### src/rtl/smj_pkg.sv
// Shared types and constants for the SMJ tile pipeline stages.
package smj_pkg;

    typedef struct packed {
        logic [1:0] suit;
        logic [3:0] rank;
    } tile_t;

    localparam logic [1:0] SUIT_HONOR     = 2'b00;
    localparam int         MAX_RANK_NUM   = 8;
    localparam int         MAX_RANK_HONOR = 6;
    localparam int         HAND_N         = 5;

    typedef enum logic [1:0] {
        IDLE = 2'd0,
        FILL = 2'd1,
        FULL = 2'd2
    } state_t;

endpackage

### src/rtl/smj_tile_check.sv
// Flags a tile whose rank is out of range for its suit (honors stop at 6, number suits at 8).
module smj_tile_check
    import smj_pkg::*;
(
    input  tile_t i_tile,
    output logic  o_bad
);

    assign o_bad = (i_tile.rank > 4'(MAX_RANK_NUM)) ||
                   ((i_tile.suit == SUIT_HONOR) && (i_tile.rank > 4'(MAX_RANK_HONOR)));

endmodule

### src/rtl/smj_hand_loader.sv
// Serial-to-parallel loader: collects five 6-bit tiles and hands them off as one hand.
// Optional SMJ_LOADER_CHECK_EN adds a sticky bad_tile flag for the assembled hand.
module smj_hand_loader
    import smj_pkg::*;
#(
    parameter int TILE_W           = 6,
    parameter bit CLEAR_ON_HANDOFF = 1'b1
) (
    input  logic              clk,
    input  logic              rst_n,
    input  logic              in_valid,
    input  logic [TILE_W-1:0] tile_in,
    output logic              in_ready,
    input  logic              clear,
    output logic [TILE_W-1:0] hand_n0,
    output logic [TILE_W-1:0] hand_n1,
    output logic [TILE_W-1:0] hand_n2,
    output logic [TILE_W-1:0] hand_n3,
    output logic [TILE_W-1:0] hand_n4,
    output logic              out_valid,
    input  logic              out_ready,
`ifdef SMJ_LOADER_CHECK_EN
    output logic              bad_tile,
`endif
    output logic [2:0]        tile_cnt
);

    state_t            r_state;
    logic [2:0]        r_cnt;
    logic              r_out_valid;
    logic [TILE_W-1:0] r_slot [HAND_N];
    logic              w_accept;
    logic              w_bad;

    assign in_ready  = (r_state != FULL);
    assign w_accept  = in_valid && in_ready;
    assign out_valid = r_out_valid;
    assign tile_cnt  = r_cnt;
    assign hand_n0   = r_slot[0];
    assign hand_n1   = r_slot[1];
    assign hand_n2   = r_slot[2];
    assign hand_n3   = r_slot[3];
    assign hand_n4   = r_slot[4];

`ifdef SMJ_LOADER_CHECK_EN
    logic r_bad;

    smj_tile_check u_check (
        .i_tile (tile_t'(tile_in)),
        .o_bad  (w_bad)
    );

    // Sticky over the fill; the FULL state never accepts, so it is frozen while out_valid=1.
    always_ff @(posedge clk or negedge rst_n) begin
        if (!rst_n)
            r_bad <= 1'b0;
        else if (clear || (r_out_valid && out_ready))
            r_bad <= 1'b0;
        else if (w_accept)
            r_bad <= r_bad | w_bad;
    end

    assign bad_tile = r_bad;
`else
    assign w_bad = 1'b0;
`endif

    always_ff @(posedge clk or negedge rst_n) begin
        if (!rst_n) begin
            r_state     <= IDLE;
            r_cnt       <= 3'd0;
            r_out_valid <= 1'b0;
            for (int i = 0; i < HAND_N; i++) r_slot[i] <= '0;
        end else if (clear) begin
            r_state     <= IDLE;
            r_cnt       <= 3'd0;
            r_out_valid <= 1'b0;
            for (int i = 0; i < HAND_N; i++) r_slot[i] <= '0;
        end else begin
            case (r_state)
                IDLE, FILL: begin
                    if (w_accept) begin
                        for (int i = 0; i < HAND_N; i++)
                            if (3'(i) == r_cnt) r_slot[i] <= tile_in;
                        r_cnt <= r_cnt + 3'd1;
                        if (r_cnt == 3'(HAND_N - 1)) begin
                            r_state     <= FULL;
                            r_out_valid <= 1'b1;
                        end else begin
                            r_state <= FILL;
                        end
                    end
                end
                FULL: begin
                    if (out_ready) begin
                        r_state     <= IDLE;
                        r_cnt       <= 3'd0;
                        r_out_valid <= 1'b0;
                        if (CLEAR_ON_HANDOFF)
                            for (int i = 0; i < HAND_N; i++) r_slot[i] <= '0;
                    end
                end
                default: begin
                    r_state     <= IDLE;
                    r_cnt       <= 3'd0;
                    r_out_valid <= 1'b0;
                end
            endcase
        end
    end

endmodule

### config.mk
export PLATFORM = sky130hd
export DESIGN_NAME = smj_hand_loader
export DESIGN_NICKNAME = d
export VERILOG_FILES = /design/src/rtl/smj_pkg.sv /design/src/rtl/smj_tile_check.sv /design/src/rtl/smj_hand_loader.sv
export SDC_FILE = /design/constraint.sdc
export NUM_CORES = 1
export LEC_CHECK = 0
export CORE_MARGIN = 5
export CORE_UTILIZATION = 51
export CTS_CLUSTER_DIAMETER = 100
export DETAILED_ROUTE_END_ITERATION = 7
export PLACE_DENSITY_LB_ADDON = 0.3
export SYNTH_ARGS = -nofsm -noshare
export SYNTH_HDL_FRONTEND = slang
export SYNTH_SLANG_ARGS = --single-unit
### constraint.sdc
create_clock -name clk -period 2.9 [get_ports clk]
set_input_delay 0.58 -clock clk [delete_from_list [all_inputs] [get_ports clk]]
set_output_delay 0.58 -clock clk [all_outputs]
set_load 0.05 [all_outputs]
Word-level counts from Yosys, hierarchy flattened:

Index checks and enable logic that the tools add are counted.

* mux-type cells: 23
* equal/unequal tests: 16
* add/sub/neg operators: 1
* reductions and logical operators: 12

Operator list (number)
* 2-to-1 mux 30 bit: 3
* one-hot mux 30 bit (2 select lines): 1
* 2-to-1 mux 6 bit: 5
* != test 3 bit, second input constant: 8
* AND reduction 4 bit: 5
* 2-to-1 mux 3 bit: 3
* 2-to-1 mux 2 bit: 4
* equality test 2 x 3 -> 1 bit, first input constant: 2
* one-hot mux 3 bit (2 select lines): 1
* 2-to-1 mux 1 bit: 4
* one-hot mux 2 bit (2 select lines): 1
* adder 3 x 1 -> 3 bit, second input constant: 1
* equality test 1 x 3 -> 1 bit, first input constant: 1
* equality test 3 bit, first input constant: 1
* equality test 3 bit, second input constant: 1
* zero test 3 bit: 1
* AND reduction 3 bit: 1
* nonzero test 3 bit: 1
* equality test 2 x 1 -> 1 bit, second input constant: 1
* equality test 2 bit, second input constant: 1
* zero test 2 bit: 1
* != test 2 bit, second input constant: 1
* one-hot mux 1 bit (2 select lines): 1
* AND reduction 2 bit: 1
* other kinds (2): 2

* bits in registers: 36
* word-level logic and storage cells: 60
* output and inout bits: 35
* bits of input ports: 11

Logic depth before layout (Yosys ltp):

* depth in word-level cells: 5
* gate-level depth with buffers: 6
* depth with buffers taken out: 5

Worst setup path before layout:

OpenSTA, ideal clock, no wires.

* kind: reg-to-reg
* start point: register r_cnt[0] (netlist: tile_cnt[0])
* end point: register r_slot (netlist bit hand_n4[0])
* library setup time: 0.125 ns
* path slack: 0.999 ns
* required time: 2.775 ns
* stages on the path, launching flop included: 6
* path buffers: 0
* arrival: 1.776 ns
* cells stage by stage: dfrtp_1 inv_1 ha_1 and2_1 o32ai_4 mux2_2

* word-level cells in the longest chain between the ends: 3

Ends and longest elaborated chain
* start: declaration: RTL line smj_hand_loader.sv:29 `logic [2:0] r_cnt;`
* start signal: assignment: RTL line smj_hand_loader.sv:85 `r_cnt <= r_cnt + 3'd1;`
* equality test 3 bit: RTL line smj_hand_loader.sv:84 `if (3'(i) == r_cnt) r_slot[i] <= tile_in;`
* != test 3 bit (no source line)
* AND reduction 4 bit (no source line)
* end signal: indexed assignment: RTL line smj_hand_loader.sv:84
* end: declaration: RTL line smj_hand_loader.sv:31 `logic [TILE_W-1:0] r_slot [HAND_N];`

Every way passes these cells.
A chain may end at the register's enable or synchronous reset.

Worst setup path in the final report:

* start point: register r_state[1]
* end point: output port in_ready

* word-level cells in the longest chain between the ends: 1

Ends and longest elaborated chain
* start: declaration: RTL line smj_hand_loader.sv:28 `state_t r_state;`
* start signal: assignment: RTL line smj_hand_loader.sv:70 `r_state <= IDLE;`
* start signal: assignment: RTL line smj_hand_loader.sv:75 `r_state <= IDLE;`
* start signal: assignment: RTL line smj_hand_loader.sv:87 `r_state <= FULL;`
* != test 2 bit: RTL line smj_hand_loader.sv:35 `assign in_ready = (r_state != FULL);`
* end: declaration: RTL line smj_hand_loader.sv:13 `output logic in_ready,`

Every way passes these cells.

==> flow_summary.json <==
{
  "outcome": "finished clean",
  "multi_input_area_sq_um": 729,
  "syn_to_final_growth_pct": 33.7,
  "crit_path_cell_trace": "nor2b_1, buf_4, inv_1, clkdlybuf4s50_1",
  "hold_viol": 0,
  "hp-class": "reg2reg",
  "post_drt_wl_per_cell_um": 17.5,
  "grt_pass1_vias": 1273,
  "criticalPathCategory": "reg2out",
  "leakage_nw": 0.992,
  "avgSynthCellArea_sq_um": 14.1,
  "die_y_um": 67.4,
  "grt_overflow": 0,
  "grt_max_degree": 37,
  "yosys_warnings": 0,
  "crit_path_max_fanout": 11,
  "critical_path_arrival_ps": 2030,
  "dieWidth_um": 67.4,
  "diodes": 0,
  "setup_viol": 0,
  "initial_core_util": 0.542,
  "dieArea_sq_um": 4550,
  "cp-end-kind": "output pin",
  "cp_slowest_stage_delay_ps": 800,
  "firstDrtPassIters": 4,
  "clk_root_buffer_cell": "clkbuf_4",
  "dp_hpwl_mm": 2.86,
  "rows": 20,
  "drive_gt1_frac": 0.246,
  "worst_pin_slew_ps": 748,
  "antenna_found_initial": 0,
  "rsz0062_at_grt": "false",
  "cts_resized": 0,
  "htreeDepth": 2,
  "startpoint_type": "flip-flop",
  "core_area_sq_um": 3100,
  "cap_viol_max_count": 0,
  "io_buffers": 45,
  "drc_errors": 0,
  "layout_commonest_cell": "clkdlybuf4s50_1",
  "clock_latency_ps": 350,
  "min_period_ps": 2610,
  "clockBufferDepth": 2,
  "max_freq_mhz": 383,
  "cts_tree": "yes",
  "cp_top_family": "buffers and inverters",
  "synth_cells": 119,
  "ios": 46,
  "ys_ff_latch": 36,
  "grt_first_pass_wirelength_mm": 6.20,
  "cp.required_ps": 2320,
  "crit_buf_inv": 3,
  "fill_cells": 231,
  "final_cell_mix": "clkdlybuf4s50_1, dfrtp_1, mux2_2, nor3b_1",
  "placed_cell_area_sq_um": 2190,
  "track_usage": 0.193,
  "slew-limit-headroom": 0.500,
  "cts_buffers": 5,
  "ant_nets": 0,
  "drtIter0Drc": 47,
  "postCtsHoldBufs": 0,
  "peakVddDrop_mv": 0.303,
  "ys_seq_area_frac": 0.535,
  "maxSlewViolCount": 0,
  "syn-num-nets": 135,
  "finalNetCount": 186,
  "worst_clock_skew_ps": 4.96,
  "cts_setup_buffers": 0,
  "final-seq-area_sq_um": 901,
  "synth.cell_area_sq_um": 1680,
  "gp_congestion": 0.896,
  "slowest_stage": "clkdlybuf4s50_1",
  "synth_cell_types": 30,
  "numClockSinks": 36,
  "vias": 1136,
  "routed_wl_mm": 3.77,
  "timing.setup.tns_ps": 0,
  "viasPerCell": 5.28,
  "finalCritPeriodShare": 0.901,
  "power.density_nw_per_um2": 558,
  "cts.clk_slew.worst_paths_ps": 110,
  "design_area_sq_um": 2250
}
-- sequential cells by signal, summed over array words and instances (netlist names) --
| register | cells |
|---|---|
| r_state | 2 |
| tile_cnt | 3 |
| out_valid | 1 |
| hand_n0 | 6 |
| hand_n3 | 6 |
| hand_n2 | 6 |
| hand_n4 | 6 |
| hand_n1 | 6 |
-- path summary, 6_finish.rpt --
check                            from         end  slack (ps)  depth (start not counted)
setup / recovery           r_state[1]    in_ready         290                          4
hold / removal             hand_n1[5]  hand_n1[5]         500                          1
setup reg to reg           r_state[1]  hand_n0[4]        1120                          4
hold reg to reg            hand_n1[5]  hand_n1[5]         500                          1
max in group asynchronous       rst_n  hand_n1[1]        1950                          2
min in group asynchronous       rst_n  hand_n1[4]         630                          2
-- stage by stage --
step | hold slack (ps) | total power [mW] | worst slack, ps | instances | utilization
2_1_floorplan | 284 | 0.836 | 999 | 119 | -
3_3_place_gp | 476 | 0.973 | 540 | 207 | 0.705
3_5_place_dp | 481 | 0.984 | 448 | 207 | 0.705
4_1_cts | 507 | 1.26 | 271 | 215 | 0.725
5_1_grt | 528 | 1.31 | 196 | 215 | 0.725
6_report | 498 | 1.26 | 286 | 215 | 0.725
-- worst reg2reg max path, cell delays in order (launching register included) --
cell	delay (ps)
dfrtp_1	490
nor2b_1	180
buf_4	160
nor3b_1	620
mux2_2	280
-- cell families (layout without fill, tap and decap cells) --
family,after synthesis,count (layout),synth area share
mux,24,24,0.161
flops,36,36,0.535
compound gates,18,18,0.130
buf+inv,11,63,0.0312
simple gates,25,25,0.106
fa+ha+maj,5,5,0.0372
-- area by class of cell --
class                   count  share of cell area
flip-flops and latches     36               0.400
multi-input cells          72               0.324
repair buffers             49               0.214
well taps                  44              0.0245
clock buffers               6              0.0228
inverters                   6              0.0100
clock inverters             2             0.00445
-- power by group --
group          switching (mW)  total, mW  internal, mW
logic                   0.247      0.396         0.149
registers              0.0271      0.574         0.547
clock network           0.170      0.286         0.115
total                   0.444       1.26         0.811
-- cell usage after synthesis --
| cell type | instances | area [sq um] |
|---|---|---|
| dfrtp_1 | 36 | 901 |
| or2_4 | 1 | 8.76 |
| mux2_2 | 22 | 248 |
| inv_1 | 6 | 22.5 |
| ha_1 | 5 | 62.6 |
| a21oi_1 | 1 | 5.00 |
| and3b_4 | 1 | 12.5 |
| o211a_1 | 1 | 10.0 |
| o21ai_0 | 1 | 5.00 |
| a21boi_0 | 1 | 7.51 |
| nor2b_1 | 4 | 25.0 |
| a22o_1 | 6 | 52.6 |
| mux2_1 | 2 | 22.5 |
| o32ai_4 | 4 | 110 |
| nor3b_1 | 8 | 60.1 |
| nand2b_1 | 1 | 6.26 |
| nor2_1 | 3 | 11.3 |
| o41ai_1 | 1 | 8.76 |
| clkbuf_1 | 1 | 3.75 |
| a22oi_1 | 1 | 7.51 |
| and3b_1 | 1 | 8.76 |
| nand3b_1 | 1 | 7.51 |
| buf_2 | 3 | 15.0 |
| nor3_2 | 1 | 10.0 |
| buf_6 | 1 | 11.3 |
| and2_1 | 1 | 6.26 |
| nand4_1 | 1 | 6.26 |
| nand3_1 | 1 | 5.00 |
| and2b_4 | 1 | 10.0 |
| a31oi_1 | 2 | 12.5 |
-- metal layers --
metal,vias to the layer above,track usage,part of all wire
met1,561,0.219,0.42
met5,-,0,0
li1,536,-,-
met2,33,0.333,0.51
met4,0,0.0962,0.018
met3,6,0.0532,0.045
(Power assumes the default switching activity.)
